`src/rtl/cpu_pkg.sv`:
```
`default_nettype none
// ============================================================================
// Module      : cpu_pkg
// Description : Shared constants and types for simple_cpu and its fetch stage.
// Revision    : 1.0 - initial release
// ============================================================================
package cpu_pkg;

    localparam int                     INSTR_WIDTH = 20;
    localparam logic [INSTR_WIDTH-1:0] NOP_INSTR   = 20'h00000;

    typedef enum logic [1:0] {
        IDLE = 2'd0,
        RUN  = 2'd1,
        DONE = 2'd2
    } fetch_state_t;

endpackage
`default_nettype wire

```
`src/rtl/instr_store.sv`:
```
`default_nettype none
// ============================================================================
// Module      : instr_store
// Description : Program store, synchronous write / asynchronous read, no reset.
// Revision    : 1.0 - initial release
// ============================================================================
module instr_store #(
    parameter int WIDTH     = 20,
    parameter int ADDR_BITS = 5
) (
    input  logic                 clk,
    input  logic                 wr_en,
    input  logic [ADDR_BITS-1:0] wr_addr,
    input  logic [WIDTH-1:0]     wr_data,
    input  logic [ADDR_BITS-1:0] rd_addr,
    output logic [WIDTH-1:0]     rd_data
);

    logic [WIDTH-1:0] r_mem [2**ADDR_BITS];

    always_ff @(posedge clk) begin
        if (wr_en) begin
            r_mem[wr_addr] <= wr_data;
        end
    end

    assign rd_data = r_mem[rd_addr];

endmodule
`default_nettype wire

```
`src/rtl/instr_fetch.sv`:
```
`default_nettype none
// ============================================================================
// Module      : instr_fetch
// Description : Loadable program store plus PC sequencer feeding simple_cpu.
// Revision    : 1.0 - initial release
// ============================================================================
module instr_fetch #(
    parameter int                     INSTR_WIDTH = cpu_pkg::INSTR_WIDTH,
    parameter int                     PC_BITS     = 5,
    parameter logic [INSTR_WIDTH-1:0] NOP_INSTR   = cpu_pkg::NOP_INSTR
) (
    input  logic                   clk,
    input  logic                   rst,
    input  logic                   load_valid,
    input  logic [INSTR_WIDTH-1:0] load_data,
    output logic                   load_ready,
    input  logic                   clear,
    input  logic                   start,
    input  logic                   stall,
    input  logic                   jump_valid,
    input  logic [PC_BITS-1:0]     jump_addr,
    output logic [INSTR_WIDTH-1:0] instruction,
    output logic [PC_BITS-1:0]     pc,
    output logic                   running,
    output logic                   done
);

    import cpu_pkg::*;

    localparam logic [PC_BITS:0] c_depth = (PC_BITS+1)'(2**PC_BITS);
    localparam logic [PC_BITS:0] c_one   = (PC_BITS+1)'(1);

    fetch_state_t           r_state;
    logic [PC_BITS:0]       r_wr_ptr;
    logic [PC_BITS:0]       r_prog_len;
    logic [PC_BITS-1:0]     r_pc;
    logic [INSTR_WIDTH-1:0] r_instr;
    logic                   r_running;
    logic                   r_done;

    logic                   w_wr_en;
    logic [PC_BITS:0]       w_pc_inc;
    logic                   w_jump_ok;
    logic [PC_BITS-1:0]     w_rd_addr;
    logic [INSTR_WIDTH-1:0] w_rd_data;

    assign load_ready = (r_state == IDLE) && (r_wr_ptr < c_depth) && !clear && !start;
    assign w_wr_en    = load_valid && load_ready;

    // Extra bit keeps a full 32-word program from wrapping back to address 0.
    assign w_pc_inc  = {1'b0, r_pc} + c_one;
    assign w_jump_ok = ({1'b0, jump_addr} < r_prog_len);

    always_comb begin
        w_rd_addr = '0;
        if (r_state == RUN) begin
            w_rd_addr = jump_valid ? jump_addr : w_pc_inc[PC_BITS-1:0];
        end
    end

    instr_store #(
        .WIDTH     (INSTR_WIDTH),
        .ADDR_BITS (PC_BITS)
    ) u_store (
        .clk     (clk),
        .wr_en   (w_wr_en),
        .wr_addr (r_wr_ptr[PC_BITS-1:0]),
        .wr_data (load_data),
        .rd_addr (w_rd_addr),
        .rd_data (w_rd_data)
    );

    always_ff @(posedge clk or negedge rst) begin
        if (!rst) begin
            r_state    <= IDLE;
            r_wr_ptr   <= '0;
            r_prog_len <= '0;
            r_pc       <= '0;
            r_instr    <= NOP_INSTR;
            r_running  <= 1'b0;
            r_done     <= 1'b0;
        end else begin
            case (r_state)
                IDLE: begin
                    if (clear) begin
                        r_wr_ptr   <= '0;
                        r_prog_len <= '0;
                    end else if (start) begin
                        if (r_prog_len != '0) begin
                            r_state   <= RUN;
                            r_pc      <= '0;
                            r_instr   <= w_rd_data;
                            r_running <= 1'b1;
                        end
                    end else if (w_wr_en) begin
                        r_wr_ptr   <= r_wr_ptr + c_one;
                        r_prog_len <= r_wr_ptr + c_one;
                    end
                end
                RUN: begin
                    // A jump overrides stall so a redirect is never lost.
                    if (jump_valid) begin
                        if (w_jump_ok) begin
                            r_pc    <= jump_addr;
                            r_instr <= w_rd_data;
                        end else begin
                            r_state <= DONE;
                            r_instr <= NOP_INSTR;
                            r_done  <= 1'b1;
                        end
                    end else if (!stall) begin
                        if (w_pc_inc == r_prog_len) begin
                            r_state <= DONE;
                            r_instr <= NOP_INSTR;
                            r_done  <= 1'b1;
                        end else begin
                            r_pc    <= w_pc_inc[PC_BITS-1:0];
                            r_instr <= w_rd_data;
                        end
                    end
                end
                DONE: begin
                    r_state   <= IDLE;
                    r_done    <= 1'b0;
                    r_running <= 1'b0;
                end
                default: begin
                    r_state <= IDLE;
                end
            endcase
        end
    end

    assign instruction = r_instr;
    assign pc          = r_pc;
    assign running     = r_running;
    assign done        = r_done;

endmodule
`default_nettype wire

```
`config.mk`:
```
export PLATFORM = sky130hd
export DESIGN_NAME = instr_fetch
export DESIGN_NICKNAME = d
export VERILOG_FILES = /design/src/rtl/cpu_pkg.sv /design/src/rtl/instr_store.sv /design/src/rtl/instr_fetch.sv
export SDC_FILE = /design/constraint.sdc
export NUM_CORES = 1
export LEC_CHECK = 0
export BUFFER_PORTS_ARGS = -buffer_cell sky130_fd_sc_hd__buf_2
export CAP_MARGIN = 20
export CORE_ASPECT_RATIO = 1.75
export CORE_MARGIN = 2
export CORE_UTILIZATION = 45
export DETAILED_ROUTE_END_ITERATION = 8
export PLACE_DENSITY_LB_ADDON = 0.15
export RECOVER_POWER = 25
export SLEW_MARGIN = 15
export SYNTH_ARGS = -nofsm -noshare
export SYNTH_HDL_FRONTEND = slang
export SYNTH_SLANG_ARGS = --single-unit
```
`constraint.sdc`:
```
create_clock -name clk -period 3.41 [get_ports clk]
set_input_delay 0.682 -clock clk [delete_from_list [all_inputs] [get_ports clk]]
set_output_delay 0.682 -clock clk [all_outputs]
set_load 0.005 [all_outputs]
```
==> out/summary.md, run 1 <==
After clock tree synthesis, the repair step resized 0 gates. The most area-hungry cell type in the Yosys netlist was sky130_fd_sc_hd__edfxtp_1. Setup violations remaining at the end of the flow were counted as 0. Maximum frequency from static timing analysis: 0.321 GHz. After the last flow step, the layout net total stands at 1894.

For the number of sinks handled by clock tree synthesis, the log shows 675. 0 antenna diodes ended up in the layout. In this run, synthesis inferred 640 flip-flops with an integrated enable. The number of buffers inserted to repair setup after CTS is 0, and the final hold violation count is 0. In this run the register-to-register setup slack is 0.29 ns. The run gives 0.0106 µW as the reported leakage power.

The cell row count was 118; the final RePlAce weighted congestion was 0.837. The run gives 3 as the max-capacitance violation count. The critical path goes through ha_1, mux2_2, nand2_4, buf_12, buf_12, a21oi_1, a221oi_1, a211o_1, nand2_1, o41ai_2.

Averaged over all synthesized cells, the footprint is 15.6 µm². Number of fill cells in the layout: 4826. For the effective utilization at floorplan, the log shows 0.454. TritonCTS built the clock tree.

The tools report the count of vias placed by the detailed router as 15.9k. The H-tree generated during clock tree synthesis spans 2 levels. The checks that failed: capacitance limit, slew limit. The tools report the wire length of the first global-routing pass as 109000 µm. Counting distinct cell types in the post-synthesis netlist gives 59. Summing all multi-input logic gate instances after layout gives 6310 µm². The placement-stage cell area was 29200 µm². The endpoint type of the worst setup path is a flop. During synthesis, Yosys emitted a total of 0 warnings.

The flow ran to the end, but the final reports show violations. When the netlist entered floorplanning its net count stood at 1768. The total routing usage reported by global routing is 0.241, and the wire length per cell after detailed routing is 27.5 µm.

Most common cell after layout, fill and taps aside: sky130_fd_sc_hd__edfxtp_1. Final hold analysis gives a worst-case slack of 0.297 ns. The number of buffer cells added on primary ports works out to 59.

After layout, the minimum clock period comes to 3.12 ns. The element type at the critical path start is a flop. Setup repair after global routing left no endpoint under its margin.

The tree is rooted in a sky130_fd_sc_hd__clkbuf_16. The residual overflow from global routing was 0; the number of standard cells in the final layout excluding fillers was 2679. Dividing total power by cell area gives a power density of 658 nW/µm². The count of boundary I/O pins is 60. Clock tree synthesis inserted a total of 57 buffers.

The number of register bits inferred by synthesis was 675. For the number of global-route vias before repair, the log shows 16.3k. The number of cells on the worst reg-to-reg path is 10.

The logs give -0.121 for the relative slew slack and 0 for the number of nets with antenna violations after detailed routing. Before antenna repair, the detailed router went through 5 iterations. The die is 327 µm tall. The proportion of synthesized flip-flops having asynchronous set or reset came out at 0.0519.

By instance count, the cell type seen most on the critical path is sky130_fd_sc_hd__buf_12. The layer flagged by global routing as most heavily used is met2. In this run the horizontal extent of the chip is 189 µm.

The tools report the launching point of the worst reg2reg path as pc[0]$_DFFE_PN0P_. The area overhead of the layout relative to synthesis is 15.1%, and the number of hold buffers added after CTS is 0. Yosys attributes the largest share of cell area to sky130_fd_sc_hd__edfxtp_1, sky130_fd_sc_hd__a21oi_1, sky130_fd_sc_hd__nand2_1. The most critical setup path has its startpoint at pc[0]$_DFFE_PN0P_. The initial antenna violation count came out at 3. Classification of the worst-slack hold path: in2async. The via density per instance is 5.93. The worst register-to-register path ends at instruction[18]$_DFFE_PN0P_. The met1 usage in global routing came out at 0.292. For the clock tree buffer depth, the log shows 3.

The most used flip-flop cell after synthesis is sky130_fd_sc_hd__edfxtp_1. The largest individual stage delay along the critical path comes from the cell sky130_fd_sc_hd__dfrtp_1. For the worst setup path, the data required time is 3.91 ns.

The tools report the overall die area as 61800 µm². Across the whole layout, storage elements account for 20100 µm². Counting both buffers and inverters, the worst setup path holds a total of 2.

The arrival time reported for the critical path endpoint is 3.62 ns. Leaving out fill and tap cells, the most frequent cells in the layout are sky130_fd_sc_hd__edfxtp_1, sky130_fd_sc_hd__nand2_1, sky130_fd_sc_hd__a21oi_1. The total count of max-transition violations in the final report is 53, and the pin slew with the least headroom to its limit is 1.68 ns.

After technology mapping, the gate count stands at 1727. The run gives 0.444 as the global routing usage on met2. Along the worst path, the maximum fanout reaches 25. Summed over all layers, the routed wires come to 73800 µm. Between clock sinks in the finished design, the worst skew comes to 0.0287 ns.

The placed wire-length estimate is 46100 µm, and the share of the clock period used by the worst path is 0.914. The share of the synthesized area in the top cell type came out at 0.714. The aggregate negative setup slack was 0 ns. The tools report the share of synthesized area occupied by flip-flops and latches as 0.747. Counting tap cells, the placed design contains a total of 2574 instances. Entering global routing, the biggest net connects 69 pins. After clock tree synthesis, the clock-pin slew on the worst setup and hold paths is 0.07 ns. After floorplanning, the core was sized to cover 59200 µm².

In this design, the stage delay of the slowest critical-path cell is 0.47 ns. VDD sags by at most 0.561 mV. After the first detailed-routing iteration, the DRC count stood at 1385.

The worst setup path is of the reg2reg kind. For this run, design rule violations remaining after detail routing come to 0. After synthesis the cells add up to 26900 µm². In this design, the largest share of critical-path delay is due to compound AO/OA/AOI/OAI gates.

The run gives 0.0240 as the fraction of met3 tracks used by global routing. Summing all non-filler instances in the final layout gives an area of 31000 µm². The share of cells above drive strength 1 was 0.183; the clock latency at the later pin of the worst-skew pair was 0.62 ns.
-- worst max-delay path by stage --
stage / end / cells past startpoint
final: instruction[18]$_DFFE_PN0P_ / 10
after global placement: instruction[3]$_DFFE_PN0P_ / 9
after detailed placement: instruction[18]$_DFFE_PN0P_ / 10
after global routing: instruction[18]$_DFFE_PN0P_ / 10
after floorplan: u_store.r_mem[15][0]$_DFFE_PP_ / 6
after CTS: instruction[18]$_DFFE_PN0P_ / 10
-- cell type report --
class | count | share of cell area
flip-flops and latches | 675 | 0.649
clock buffers | 70 | 0.0483
multi-input cells | 920 | 0.204
inverters | 10 | 0.00121
well taps | 780 | 0.0315
clock inverters | 35 | 0.0104
repair buffers | 189 | 0.0562
-- cells by family after synthesis --
family	share of synthesized area
adders and majority gates	0.00419
AOI/OAI and AO/OA	0.117
buffers and inverters	0.0232
and+or+nand+nor	0.0589
xor gates and xnor gates	0.00358
DFF	0.747
muxes	0.0459
-- sequential cells by signal, indices dropped and copies added, names as in the netlist --
register       flops
done               1
instruction       20
pc                 5
r_prog_len         6
r_state            2
running            1
u_store.r_mem    640
-- report_power, final --
| part | leakage (µW) | switching, µW | internal, µW |
|---|---|---|---|
| Sequential | 0.00620 | 238 | 9270 |
| Combinational | 0.00353 | 2620 | 1800 |
| Clock | 0.000887 | 2900 | 3560 |
| Total | 0.0106 | 5760 | 14600 |
-- routing by layer --
layer  vias up  share of wire
met1      8296           0.38
met4         0          0.034
met3       120          0.041
met2       471           0.54
met5         -              0
li1       6995              -
-- cell usage after synthesis (6+ instances only) --
cell,instances
sky130_fd_sc_hd__ha_1,9
sky130_fd_sc_hd__buf_6,6
sky130_fd_sc_hd__and2_1,6
sky130_fd_sc_hd__buf_2,40
sky130_fd_sc_hd__nand3_1,16
sky130_fd_sc_hd__a211o_1,20
sky130_fd_sc_hd__mux2i_1,38
sky130_fd_sc_hd__clkbuf_1,64
sky130_fd_sc_hd__nor3b_1,18
sky130_fd_sc_hd__a21oi_1,208
sky130_fd_sc_hd__buf_4,6
sky130_fd_sc_hd__a221o_1,38
sky130_fd_sc_hd__a221oi_1,36
sky130_fd_sc_hd__xnor2_1,10
sky130_fd_sc_hd__a21o_1,20
sky130_fd_sc_hd__mux4_2,37
sky130_fd_sc_hd__nand2_1,269
sky130_fd_sc_hd__o41ai_2,14
sky130_fd_sc_hd__a311oi_1,6
sky130_fd_sc_hd__a22o_1,18
sky130_fd_sc_hd__dfrtp_1,35
sky130_fd_sc_hd__inv_1,10
sky130_fd_sc_hd__a211oi_1,28
sky130_fd_sc_hd__o211ai_1,20
sky130_fd_sc_hd__edfxtp_1,640
sky130_fd_sc_hd__nor2_1,43
sky130_fd_sc_hd__and3_1,8
-- per-stage QoR --
| stage | util | power (µW) | setup slack [ns] |
|---|---|---|---|
| floorplan | - | 12200 | 0.276 |
| global placement | 0.493 | 14100 | 0.222 |
| detailed placement | 0.493 | 14100 | 0.191 |
| CTS | 0.524 | 20600 | 0.292 |
| global route | 0.523 | 21200 | 0.177 |
| finish | 0.523 | 20400 | 0.293 |
Note: power is estimated with default switching activity, not from simulation.
==> run 2, diff against run 1 <==
Settings changed: CTS_BUF_LIST set to sky130_fd_sc_hd__clkbuf_4 sky130_fd_sc_hd__clkbuf_8, SLEW_MARGIN 15 to not set.
==> out/summary.md, run 2 (synthesized netlist as in run 1, its figures left out) <==
The run finished, with violations left. The final reports fail on capacitance limit, slew limit. For the clock tree buffer depth, the log shows 3. The total routing usage reported by global routing was 0.243; the clock-pin transition on the worst setup and hold timing paths was 0.07 ns.

Counting the fill cells in the layout gives 4884. For the final routed database, the setup TNS stands at 0 ns. The clock tree skew after final layout was 0.0264 ns; the largest driver fanout on the critical path was 25. The maximum cell stage delay along the critical path is 0.48 ns.

The power per cell area is 642 nW/µm², and the share of the clock period used by the worst path is 0.916. Setup slack closes at 0.287 ns. The worst path needs 3.12 ns of the cycle, external delays included.

At the end of routability-driven placement, the weighted congestion stood at 0.837. OpenSTA, run right after detailed placement, puts the worst setup slack at 0.192 ns. The number of gates given a new drive strength after cts was 0. The max-capacitance violation count was 3. After the last flow step, the layout net total stands at 1929. For the number of iterations in the first detailed-routing pass, the log shows 5. The maximum frequency from static timing analysis was 0.320 GHz; the number of flip-flops in the largest register was 640.

The die covers 61800 µm². Setup repair after global routing left no endpoint under its margin. Placement-stage cell area: 29200 µm².

CTS built an H-tree with a depth of 3. Count of boundary I/O pins: 60. Traced cell by cell, the critical path runs through ha_1, mux2_2, nand2_4, buf_12, buf_12, a21oi_1, a221oi_1, a211o_1, nand2_1, o41ai_2.

The final cell area excluding filler cells was 30900 µm². Global routing finished with a remaining overflow of 0. Entering global routing, the biggest net connects 69 pins. The library cell used most frequently in the layout, excluding fill and tap cells, is sky130_fd_sc_hd__edfxtp_1. The area overhead of the layout relative to synthesis is 14.9%. In this run, the number of DRC markers left after iteration 0 of detailed routing was 1414. In this run the static leakage power is 0.0107 µW. Total of endpoints with negative setup slack in the final report: 0. The top register by number of flip-flops was u_store.r_mem. TritonCTS built the clock tree.

Final hold violation count: 0. Cell row count: 118. The number of buffers and inverters on the critical path is 2. The run gives 0.287 mV as the worst supply voltage drop on vdd. Slowest cell on the critical path: sky130_fd_sc_hd__dfrtp_1.

For the worst hold slack across all endpoints, the log shows 0.338 ns. Buffer type at the clock tree root: sky130_fd_sc_hd__clkbuf_8. The logs give 0 for the DRC violation count after routing and 0.454 for the effective utilization at floorplan. The run gives 2741 as the number of standard cells in the final layout excluding fillers. Counting buffers and inverters, the worst setup path is 10 cells deep. The final layout contains routed wiring with a total length of 74100 µm. STA puts the critical path data required time at 3.98 ns. Number of hold buffers added after CTS: 1. The worst setup path is captured at a flop. For the relative slew slack, the log shows -0.0318. The count of buffers added on input and output ports is 59. Data on the critical path arrives at its endpoint at 3.69 ns. The total count of max-transition violations in the final report is 65, and the via density per instance is 5.88.

The most repeated library cell on the critical path was sky130_fd_sc_hd__buf_12. Broken down by cell family, the worst path's largest delay share belongs to compound AO/OA/AOI/OAI gates. The routed layout has 16.1k vias. STA classifies the critical path startpoint as a flop. The die span in x is 189 µm.

The die is 327 µm tall. The top cell types in the final layout, fill and taps aside, are sky130_fd_sc_hd__edfxtp_1, sky130_fd_sc_hd__nand2_1, sky130_fd_sc_hd__a21oi_1. The logs give 16.6k for the number of global-route vias before repair and 59200 µm² for the core region area.

The worst hold path stage count works out to 3. At the pin with the least slew margin, the transition time is 1.55 ns. The cell depth of the worst flop-to-flop path came out at 10.

The logs give 109000 µm for the wire length of the first global-routing pass and 2574 for the cell count after placement. Counting every sink on the clock net gives 675. The clock latency at the later pin of the worst-skew pair was 0.68 ns; the initial antenna violation count was 5.

The wire length per cell after detailed routing came out at 27.0 µm. The tools report the placed wire-length estimate as 46000 µm. Once detail routing completed, the nets flagged for antenna violations numbered 0.

TritonCTS created 91 clock buffers. The classification of the worst-slack hold path is in2reg. The share of cells above drive strength 1 came out at 0.210. The setup path with the least slack is of type reg2reg. The run gives 0 as the number of buffers inserted to repair setup after CTS.
run 2: cell count changes in the layout (fill, tap and decap cells not counted), sizes merged:
cell / delta
bufinv: -5
clkbuf: +53
clkinv: +6
clkinvlp: +3
diode: +3
dlygate4sd3: +1
inv: +1
run 2: tightest hold or removal path, delay by kind of cell:
kind / cells / cell delay, ns
buffers and inverters: 1 / 0.10
AO/OA/AOI/OAI: 1 / 0.10
AND/OR/NAND/NOR: 1 / 0.06
run 2: power breakdown:
| group | total (µW) | internal (µW) | switching (µW) |
|---|---|---|---|
| Combinational | 4430 | 1810 | 2620 |
| Clock | 5900 | 2980 | 2920 |
| Sequential | 9510 | 9270 | 242 |
| Total | 19800 | 14100 | 5790 |
run 2: cell type report:
type,count,area [µm²],share of cell area
flip-flops and latches,675,20100,0.650
clock inverters,40,214,0.00692
clock buffers,123,1520,0.0493
multi-input cells,920,6310,0.204
diodes,3,7.51,0.000243
inverters,10,37.5,0.00121
repair buffers,190,1770,0.0571
well taps,780,976,0.0316
run 2: final timing paths:
| path | from | to | slack [ns] |
|---|---|---|---|
| hold / removal | clear | r_prog_len[5]$_DFFE_PN0P_ | 0.34 |
| hold reg to reg | instruction[6]$_DFFE_PN0P_ | instruction[6]$_DFFE_PN0P_ | 0.50 |
| setup reg to reg | pc[0]$_DFFE_PN0P_ | instruction[18]$_DFFE_PN0P_ | 0.29 |
| min in group asynchronous | rst | running$_DFFE_PN0P_ | 0.59 |
| max in group asynchronous | rst | instruction[11]$_DFFE_PN0P_ | 2.13 |
| setup / recovery | pc[0]$_DFFE_PN0P_ | instruction[18]$_DFFE_PN0P_ | 0.29 |
run 2: layer usage:
| layer | track usage | part of all wire | up-vias |
|---|---|---|---|
| li1 | - | - | 7089 |
| met1 | 0.293 | 0.38 | 8358 |
| met2 | 0.440 | 0.53 | 529 |
| met3 | 0.0306 | 0.047 | 140 |
| met4 | 0.0980 | 0.034 | 2 |
| met5 | 0 | 0.00018 | - |
run 2: per-stage QoR:
| stage | power, µW | utilization |
|---|---|---|
| 4_1_cts | 20000 | 0.523 |
| 5_1_grt | 20700 | 0.522 |
| 6_report | 19800 | 0.522 |
| 2_1_floorplan | 12200 | - |
| 3_5_place_dp | 14100 | 0.493 |
| 3_3_place_gp | 14100 | 0.493 |
